$ cat src/rtl/encoder_scan_sequencer.sv
// Periodic snapshot strobe plus a bus-arbitrated scan of every encoder's count register,
// published to the host as a coherent double-buffered frame with a valid/ack handshake.
module encoder_scan_sequencer #(
    parameter int NUM_ENC = 4,
    parameter int PERIOD  = 120000,
    parameter int SETTLE  = 2
) (
    input  logic               clk_12MHz,
    input  logic               reset,
    input  logic               enable,
    output logic               period_tick,
    output logic               bus_req,
    input  logic               bus_grant,
    output logic [NUM_ENC-1:0] enc_select,
    output logic [7:0]         register_addr,
    output logic               rw,
    input  logic [31:0]        databus,
    input  logic [2:0]         reg_size,
    input  logic [2:0]         rd_index,
    output logic [31:0]        rd_data,
    output logic [NUM_ENC-1:0] rd_err,
    output logic               frame_valid,
    input  logic               frame_ack,
    output logic [15:0]        frame_count,
    output logic               overrun
);

    typedef enum logic [2:0] {S_IDLE, S_REQ, S_SEL, S_GAP, S_SWAP} state_e;

    localparam int             DW       = $clog2(PERIOD);
    localparam int             SW       = $clog2(SETTLE + 1);
    localparam logic [DW-1:0]  DIV_LAST = DW'(PERIOD - 1);
    localparam logic [SW-1:0]  SET_LAST = SW'(SETTLE);
    localparam logic [2:0]     LAST_CH  = 3'(NUM_ENC - 1);

    state_e             state_q;
    logic [DW-1:0]      div_q;
    logic               tick_pending_q;
    logic [2:0]         ch_q;
    logic [SW-1:0]      settle_q;
    logic [31:0]        shadow_q [NUM_ENC];
    logic [NUM_ENC-1:0] err_q;
    logic [31:0]        front_q  [NUM_ENC];
    logic [NUM_ENC-1:0] rd_err_q;
    logic               period_tick_q;
    logic               frame_valid_q;
    logic               overrun_q;
    logic [15:0]        frame_count_q;

    logic wrap_d;
    logic defer_d;
    logic swap_over_d;

    assign wrap_d      = enable && (div_q == DIV_LAST);
    assign defer_d     = wrap_d && (state_q != S_IDLE);
    assign swap_over_d = (state_q == S_SWAP) && frame_valid_q;

    // NOTE: sequential state is written with <= so every flop samples pre-edge values.
    always_ff @(posedge clk_12MHz or negedge reset) begin
        if (!reset) begin
            div_q <= '0;
        end else if (!enable || wrap_d) begin
            div_q <= '0;
        end else begin
            div_q <= div_q + DW'(1);
        end
    end

    always_ff @(posedge clk_12MHz or negedge reset) begin
        if (!reset) begin
            state_q        <= S_IDLE;
            ch_q           <= '0;
            settle_q       <= '0;
            tick_pending_q <= 1'b0;
            period_tick_q  <= 1'b0;
            frame_valid_q  <= 1'b0;
            overrun_q      <= 1'b0;
            frame_count_q  <= '0;
            err_q          <= '0;
            rd_err_q       <= '0;
            // NOTE: the banks are a handful of flops, not RAM, so clearing them on reset is cheap and wanted.
            for (int i = 0; i < NUM_ENC; i++) begin
                shadow_q[i] <= '0;
                front_q[i]  <= '0;
            end
        end else begin
            period_tick_q <= 1'b0;

            if (!enable) begin
                tick_pending_q <= 1'b0;
            end else if (defer_d) begin
                tick_pending_q <= 1'b1;
            end

            if (defer_d || swap_over_d) begin
                overrun_q <= 1'b1;
            end else if (frame_ack) begin
                overrun_q <= 1'b0;
            end

            // A publish wins over a same-cycle ack.
            if (state_q == S_SWAP) begin
                frame_valid_q <= 1'b1;
            end else if (frame_ack) begin
                frame_valid_q <= 1'b0;
            end

            case (state_q)
                S_IDLE: begin
                    if (enable && (tick_pending_q || wrap_d)) begin
                        period_tick_q  <= 1'b1;
                        tick_pending_q <= 1'b0;
                        ch_q           <= '0;
                        state_q        <= S_REQ;
                    end
                end
                S_REQ: begin
                    settle_q <= '0;
                    if (bus_grant) begin
                        state_q <= S_SEL;
                    end
                end
                S_SEL: begin
                    if (!bus_grant) begin
                        state_q <= S_REQ;
                    end else if (settle_q == SET_LAST) begin
                        for (int i = 0; i < NUM_ENC; i++) begin
                            if (ch_q == 3'(i)) begin
                                shadow_q[i] <= (reg_size == 3'd4) ? databus : 32'd0;
                                err_q[i]    <= (reg_size != 3'd4);
                            end
                        end
                        state_q <= S_GAP;
                    end else begin
                        settle_q <= settle_q + SW'(1);
                    end
                end
                S_GAP: begin
                    settle_q <= '0;
                    if (ch_q == LAST_CH) begin
                        state_q <= S_SWAP;
                    end else begin
                        ch_q    <= ch_q + 3'd1;
                        state_q <= bus_grant ? S_SEL : S_REQ;
                    end
                end
                S_SWAP: begin
                    for (int i = 0; i < NUM_ENC; i++) begin
                        front_q[i] <= shadow_q[i];
                    end
                    rd_err_q      <= err_q;
                    frame_count_q <= frame_count_q + 16'd1;
                    state_q       <= S_IDLE;
                end
                default: state_q <= S_IDLE;
            endcase
        end
    end

    // Selects are gated by grant so a lost bus releases the peripheral in the same cycle.
    always_comb begin
        enc_select = '0;
        for (int i = 0; i < NUM_ENC; i++) begin
            enc_select[i] = (state_q == S_SEL) && bus_grant && (ch_q == 3'(i));
        end
    end

    always_comb begin
        rd_data = 32'd0;
        for (int i = 0; i < NUM_ENC; i++) begin
            if (rd_index == 3'(i)) begin
                rd_data = front_q[i];
            end
        end
    end

    assign rw            = |enc_select;
    assign register_addr = rw ? 8'd1 : 8'd0;
    assign bus_req       = (state_q == S_REQ) || (state_q == S_SEL) || (state_q == S_GAP);
    assign period_tick   = period_tick_q;
    assign frame_valid   = frame_valid_q;
    assign overrun       = overrun_q;
    assign frame_count   = frame_count_q;
    assign rd_err        = rd_err_q;

endmodule

$ cat config.mk
export PLATFORM = sky130hd
export DESIGN_NAME = encoder_scan_sequencer
export DESIGN_NICKNAME = d
export VERILOG_FILES = /design/src/rtl/encoder_scan_sequencer.sv
export SDC_FILE = /design/constraint.sdc
export NUM_CORES = 1
export LEC_CHECK = 0
export BUFFER_PORTS_ARGS = -buffer_cell sky130_fd_sc_hd__buf_2
export CELL_PAD_IN_SITES_DETAIL_PLACEMENT = 1
export CELL_PAD_IN_SITES_GLOBAL_PLACEMENT = 1
export CORE_ASPECT_RATIO = 1.75
export CORE_MARGIN = 5
export CORE_UTILIZATION = 37
export CTS_CLUSTER_SIZE = 8
export DETAILED_ROUTE_END_ITERATION = 8
export HOLD_SLACK_MARGIN = 0.03
export PLACE_DENSITY_LB_ADDON = 0.15
export SLEW_MARGIN = 0
export SYNTH_ARGS = -nofsm -noshare
export SYNTH_HDL_FRONTEND = slang
export SYNTH_SLANG_ARGS = --single-unit
$ cat constraint.sdc
create_clock -name clk_12MHz -period 5.45 [get_ports clk_12MHz]
set_input_delay 0.545 -clock clk_12MHz [delete_from_list [all_inputs] [get_ports clk_12MHz]]
set_output_delay 0.545 -clock clk_12MHz [all_outputs]
set_load 0.02 [all_outputs]
Word-level counts from Yosys, hierarchy flattened
Index checks and enable logic that the tools add are counted.

word-level totals
  output and inout port bits = 69
  word-level logic and storage cells = 107
  flip-flop bits (word level) = 309

cells by class
  reduce and logical (&&, ||, !) cells = 32
  equal/unequal tests = 20
  add/sub/neg operators = 4
  muxes and demuxes = 29

operators by type and width
  cell                                                  count
  2-to-1 mux 32 bit                                     5
  2-to-1 mux 3 bit                                      7
  equality test 3 x 2 -> 1 bit (second input constant)  6
  adder 17 x 1 -> 17 bit (second input constant)        1
  equality test 17 bit (second input constant)          1
  2-to-1 mux 17 bit                                     1
  adder 16 x 1 -> 16 bit (second input constant)        1
  AND reduction 4 bit                                   4
  one-hot mux 3 bit (4 select lines)                    1
  2-to-1 mux 1 bit                                      10
  != test 2 bit (second input constant)                 5
  equality test 3 x 1 -> 1 bit (second input constant)  3
  logical AND 1 bit                                     9
  zero test 3 bit                                       3
  AND reduction 3 bit                                   3
  nonzero test 2 bit                                    4
  equality test 3 bit (second input constant)           2
  2-to-1 mux 2 bit                                      3
  != test 3 bit (second input constant)                 2
  one-hot mux 3 bit (2 select lines)                    1
  logical OR 1 bit                                      5
  one-hot mux 2 bit (2 select lines)                    1
  OR reduction 4 bit                                    1
  adder 3 x 1 -> 3 bit (second input constant)          1
  other kinds (5)                                       5

Longest topological paths before layout
Gate-level depths: netlist (run 1).

  word-level depth = 7
  mapped depth = 8
  depth with buffers taken out = 6

Worst setup path after synthesis (run 1)
Ideal clock, no wire load.

  kind = register to output
  start = register state_q[1]
  end = output port register_addr[0]
  cell stages (with the launch flop) = 7
  arrival = 2023 ps
  path slack = 2882 ps
  cell sequence = dfrtp_1 nor3b_2 and3_1 buf_4 and2_1 or4_1 buf_4

on the way
  cells in the longest elaborated chain, start to end = 5

ends and longest elaborated chain
  what                             line  text
  start, declared                  36    state_e state_q;
  start signal, assigned           144   state_q <= bus_grant ? S_SEL : S_REQ;
  equality test 3 x 2 -> 1 bit     164   enc_select[i] = (state_q == S_SEL) && bus_grant && (ch_q == 3'(i));
  logical AND 1 bit (2 in series)  164
  net enc_select[2]                14    output logic [NUM_ENC-1:0] enc_select,
  OR reduction 4 bit               177   assign rw = |enc_select;
  net rw                           16    output logic rw,
  2-to-1 mux 1 bit                 178   assign register_addr = rw ? 8'd1 : 8'd0;
  end, declared                    15    output logic [7:0] register_addr,

The timed path passes the listed nets, and every way through them passes these cells.

Final worst setup path (run 1)
  start = input port rd_index[0]
  end = output port rd_data[0]

on the way
  cells in the longest elaborated chain, start to end = 5

ends and longest elaborated chain
  what                             line  text
  start, declared                  19    input logic [2:0] rd_index,
  zero test 3 bit                  171   if (rd_index == 3'(i)) begin
  2-to-1 mux 32 bit (3 in series)  171
  2-to-1 mux 32 bit *              171
  end, declared                    20    output logic [31:0] rd_data,

Mark *: on every way between the ends. The rest lies on a longest branch, timed or not.

==> metrics.yaml, run 1 <==
yosys_warnings: 0
synth_largest_area_cell: "dfrtp_1"
cap_violations: 0
io_pins: 112
syn_area_um2: 13300
synth_cell_type_count: 43
r2r-start: "state_q[2]$_DFFE_PN0P_"
rsz0062_at_grt: "false"
fin_crit_ps: 3100
design_power_total_mw: 5.17
synth_top_area_share_pct: 57.9
drt_first_pass_iters: 4
grt.total_usage_pct: 17.4
tightest_slew_ps: 1080
drtIter0Drc: 289
max_freq_ghz: 0.323
hold_class: "in -> reg"
portBuffers: 104
drive_gt1_share_pct: 22.3
cts_root_buffer: "clkbuf_16"
required_ps: 4910
gp_congestion: 0.710
synth_common_cells: "nand2_1, dfrtp_1, mux2_2, mux2_1, clkbuf_1"
n_fill_cell: 3900
drv_slew: 0
critPathArrivalTime_ps: 2550
ys_seq_area_share_pct: 57.9
syn2layout_area_growth_pct: 15.3
slew-limit-headroom_pct: 27.9
die_area_um2: 40100
ir_drop_mv: 0.205
final_nets: 1326
antenna_found_initial: 0
die_x_um: 154
final_hold_viol_count: 0
worstSkewPairLatency_ps: 530
tns_ps: 0
startpoint: "rd_index[0]"
ys_async_sr_fraction_pct: 100
hp-start: "frame_ack"
synthFlopType: "dfrtp_1"
start_util_pct: 37.3
start_kind: "input port"
dp_slack_ps: 2270
post_cts_resized: 0
post-route-drc-count: 0
path_clk_slew_ps: 50
num_vias: 8741
cts_tree: "built"
grt_pass1_vias: 9896
drt-total-wl_um: 33700
post_cts_buffers: 0
ant_nets: 0
wl_per_cell_um: 19.3
grt_pass1_wl_um: 55500
die_y_um: 261
cp_slowest_cell: "mux4_2"
synth_cells: 1180
clk_path_buf_depth: 3
cts.sinks: 309
p_leak_nw: 8.23
worstSetupPathType: "in -> out"
cts_inserted_buffers: 44
h-tree-depth: 2
yosysMostFrequentCell: "nand2_1"
ys_seq_elements: 309
synth_edf_count: 0
gr-total-overflow: 0
skew_ps: 19.0
slowest_delay_ps: 550
status: "complete, no violations"
core-area_um2: 35800
holdBufCountCts: 1
synth_area_per_cell_um2: 11.3
fin_crit_sh_pct: 56.8
yosys-top-cells-area: "dfrtp_1, nand2_1, mux2_2"
cellPowerDensity_nw_per_um2: 336
setup_ws_ps: 2350
cp_cell_sequence: "buf_2 > buf_4 > mux4_2 > nor2b_1 > buf_2"
dp_hpwl_um: 20600
finalSetupViolations: 0
worstSetupEndpointType: "primary output"
viasPerCell: 5.00
grt_max_degree: 112
diodes: 0
path_common_cell: "buf_2"
critPathMaxFanout: 17
rows: 92
## logic make-up after synthesis
kind of cell	share of synthesized area, %
AND/OR/NAND/NOR	19.0
flip-flops	57.9
multiplexers	16.5
buffers and inverters	3.13
XOR/XNOR	1.90
AO/OA/AOI/OAI	0.769
adder cells (fa/ha/maj)	0.750
other	0.0281
## through the flow
stage,instance area [µm²],hold WS (ps),std cells,util [%]
finish,15400,246,1747,43.0
global route,15400,229,1747,43.0
CTS,15400,218,1747,43.0
detailed placement,14200,450,1698,39.7
global placement,14200,440,1698,39.7
floorplan,13400,249,1186,-
## flip-flops by register name, summed over array words and instances (netlist names), 2 cells and up
name	count
err_q	4
frame_count	16
settle_q	2
shadow_q	128
state_q	3
div_q	17
ch_q	3
rd_err	4
front_q	128
## critical path, delay by kind of cell
| family | cells | cell delay (ps) |
|---|---|---|
| multiplexers | 1 | 550 |
| buffers and inverters | 3 | 1240 |
| AND/OR/NAND/NOR | 1 | 170 |
## path summary, 6_finish.rpt
kind | endpoint | slack [ps] | cells past startpoint
max | rd_data[0] | 2350 | 5
min | frame_valid$_DFFE_PN0P_ | 250 | 2
min reg2reg | front_q[65]$_DFFE_PN0P_ | 450 | 2
max reg2reg | frame_count[4]$_DFFE_PN0P_ | 2740 | 4
max in group asynchronous | shadow_q[93]$_DFFE_PN0P_ | 3470 | 3
min in group asynchronous | frame_count[1]$_DFFE_PN0P_ | 600 | 2
## cells in the final DEF (no fill, tap or decap), drive strengths merged, types with 7 or more instances in the layout
| master | Yosys | layout |
|---|---|---|
| and3 | 36 | 36 |
| buf | 34 | 114 |
| clkbuf | 38 | 46 |
| conb | 1 | 7 |
| dfrtp | 309 | 309 |
| ha | 8 | 8 |
| inv | 10 | 10 |
| mux2 | 131 | 131 |
| mux4 | 32 | 32 |
| nand2 | 416 | 416 |
| nand3 | 15 | 15 |
| nand4 | 10 | 10 |
| nor2 | 27 | 27 |
| nor2b | 34 | 34 |
| nor3 | 9 | 9 |
| xnor2 | 23 | 23 |
## routing by layer
layer | routed length, µm | up-vias | GRT usage [%]
li1 | - | 4064 | -
met1 | 13800 | 4504 | 20.6
met2 | 18300 | 131 | 33.0
met3 | 1020 | 42 | 2.58
met4 | 559 | 0 | 4.35
met5 | 0 | - | 0
## power by group
part / switching, mW / internal (mW) / leakage [nW] / total (mW)
Clock: 0.935 / 1.47 / 0.578 / 2.41
Sequential: 0.0557 / 2.35 / 4.30 / 2.41
Combinational: 0.249 / 0.110 / 3.35 / 0.360
Total: 1.24 / 3.93 / 8.23 / 5.17
## area by class of cell
cell class / count / area, µm² / area share (%)
clock buffers: 46 / 1150 / 7.48
clock inverters: 2 / 21.3 / 0.138
inverters: 10 / 37.5 / 0.244
multi-input cells: 795 / 5220 / 34.0
flip-flops and latches: 309 / 7730 / 50.3
well taps: 470 / 588 / 3.82
repair buffers: 115 / 628 / 4.08
No activity file was read; power rests on OpenSTA's default activity.
==> run 2: changes to the inputs <==
Settings changed: ABC_AREA set to 1.
Clock period 5.45 ns to 3 ns, I/O delays scaled along.
==> metrics.yaml, run 2 <==
rows: 92  # unchanged
synth_largest_area_cell: "dfrtp_1"
ys_seq_elements: 309  # unchanged
synth_cells: 1554  # +32%
cts_tree: "built"
start_util_pct: 37.1  # -0.16 points
grt_pass1_wl_um: 57500  # +3.5%
post_cts_resized: 0  # unchanged
fin_crit_ps: 2340
syn_area_um2: 13300  # -0.43%
grt.total_usage_pct: 17.6  # +0.25 points
portBuffers: 104  # unchanged
dp_hpwl_um: 21000  # +1.6%
yosysMostFrequentCell: "nand2_1"
tns_ps: 0  # unchanged
ys_seq_area_share_pct: 58.2  # +0.25 points
worstSetupEndpointType: "primary output"
grt_pass1_vias: 11216  # +13%
synthFlopType: "dfrtp_1"
drive_gt1_share_pct: 11.2  # -11 points
ys_async_sr_fraction_pct: 100  # unchanged
die_y_um: 261  # -0.21%
core-area_um2: 35800  # unchanged
cellPowerDensity_nw_per_um2: 861  # +160%
finalSetupViolations: 0  # unchanged
ir_drop_mv: 0.459  # +120%
slew-limit-headroom_pct: 38.9  # +11 points
io_pins: 112  # unchanged
num_vias: 10248  # +17%
cp_cell_sequence: "ha_1 > ha_1 > inv_1 > nor2_1 > nor2_1 > nand3_1 > buf_2"
critPathArrivalTime_ps: 2040  # -510 ps
skew_ps: 17.5  # -1.47 ps
yosys_warnings: 0  # unchanged
crit_family: "adder cells"
drtIter0Drc: 343  # +19%
hold_class: "in -> reg"
path_buf_inv: 2  # -1
final_common_cell: "nand2_1"
gr-total-overflow: 0  # unchanged
cts_inserted_buffers: 44  # unchanged
synth_cell_type_count: 33  # -23%
final_hold_viol_count: 0  # unchanged
critPathMaxFanout: 4  # -13
start_kind: "flop"
required_ps: 2700  # -2210 ps
gp_congestion: 0.784  # +10%
drt_first_pass_iters: 4  # unchanged
tightest_slew_ps: 917  # -165 ps
path_clk_slew_ps: 50  # about the same
viasPerCell: 4.85  # -3.2%
status: "complete, no violations"
slowest_delay_ps: 410  # -140 ps
placed_cells: 2067  # +22%
die_area_um2: 39900  # -0.41%
cts.sinks: 309  # unchanged
h-tree-depth: 2  # unchanged
synth_edf_count: 0  # unchanged
wl_per_cell_um: 16.0  # -17%
die_x_um: 153  # -0.20%
worstSkewPairLatency_ps: 540  # about the same
cts_root_buffer: "clkbuf_16"
drv_slew: 0  # unchanged
final_nets: 1696  # +28%
syn2layout_area_growth_pct: 16.4
synth_area_per_cell_um2: 8.55  # -24%
fin_crit_sh_pct: 78.1
final_cell_mix: "nand2_1, dfrtp_1, inv_1"
drt-total-wl_um: 33800  # +0.34%
cp_slowest_cell: "dfrtp_1"
ant_nets: 0  # unchanged
yosys-top-cells-area: "dfrtp_1, nand2_1, inv_1"
clk_path_buf_depth: 3  # unchanged
grt_max_degree: 225  # +100%
synth_top_area_share_pct: 58.2  # +0.25 points
worstSetupPathType: "reg -> out"
diodes: 0  # unchanged
final-instance-count-excl-fill: 2115  # +21%
rsz0062_at_grt: "false"
post-route-drc-count: 0  # unchanged
synth_common_cells: "nand2_1, dfrtp_1, inv_1, o21ai_0, o21ai_1"
top_regs: "front_q: 128 flops, shadow_q: 128 flops, div_q: 17 flops"
cap_violations: 0  # unchanged
max_freq_ghz: 0.427
p_leak_nw: 7.93  # -3.6%
antenna_found_initial: 0  # unchanged
run 2: where the power goes:
part           internal [mW]  total (mW)  switching, mW
logic                   1.03        2.74           1.71
registers               5.65        6.29          0.641
clock network           2.61        4.29           1.68
total                   9.29        13.3           4.03
run 2: kinds of logic after synthesis:
logic type / share of synthesized area, %
buffers and inverters: 10.8
DFF: 58.2
AOI/OAI and AO/OA: 13.6
xor gates and xnor gates: 1.19
other: 0.0282
adders and majority gates: 0.753
and+or+nand+nor: 15.4
run 2: final timing paths:
kind                                        startpoint                       end  slack [ps]  cells past startpoint
worst max-delay path               ch_q[0]$_DFFE_PN0P_                        rw         660                      7
worst min-delay path                            enable        div_q[4]$_DFF_PN0_          70                      3
worst max register to register  state_q[2]$_DFFE_PN0P_  shadow_q[40]$_DFFE_PN0P_         910                      8
worst min register to register      div_q[0]$_DFF_PN0_        div_q[0]$_DFF_PN0_         460                      1
max in group asynchronous                        reset  shadow_q[12]$_DFFE_PN0P_        1760                      3
min in group asynchronous                        reset   front_q[73]$_DFFE_PN0P_         380                      2
run 2: worst reg2reg max path, stage by stage (launching register included):
cell and delay [ps]:
dfrtp_1 510, nor2_4 220, nand2_4 110, nor2_2 130
nand2_1 90, inv_2 450, buf_12 310, nand2_1 80
o21ai_1 110
run 2: final cells by class:
type,instances,area (µm²)
Multi-Input combinational cell,896,4190
Timing Repair Buffer,121,801
Tap cell,470,588
Clock buffer,45,1130
Sequential cell,309,7730
Clock inverter,1,5.00
Fill cell,4219,20300
Inverter,273,1020
run 2: what timing repair did:
item                      in CTS  in global routing
hold buffers                   2                  0
hold endpoints to repair      80                  0
buffers inserted               0                  0
run 2: routing by layer:
metal / vias up / global-route usage, % / share of wire (%)
li1: 4969 / - / -
met1: 5079 / 20.9 / 42
met2: 140 / 32.6 / 52
met3: 60 / 2.69 / 3.1
met4: 0 / 5.75 / 3.0
met5: - / 0 / 0
run 2: metrics by stage:
stage          setup WS, ps  hold slack (ps)  instance area [µm²]  total power, mW  utilization, %
2_1_floorplan          1150             4.41                13300             8.19               -
3_3_place_gp           1000              361                14300             8.97            40.0
3_5_place_dp            882              371                14300             9.16            40.0
4_1_cts                 602             42.5                15500             13.6            43.2
5_1_grt                 538             66.7                15500             14.3            43.2
6_report                657             74.7                15500             13.3            43.2
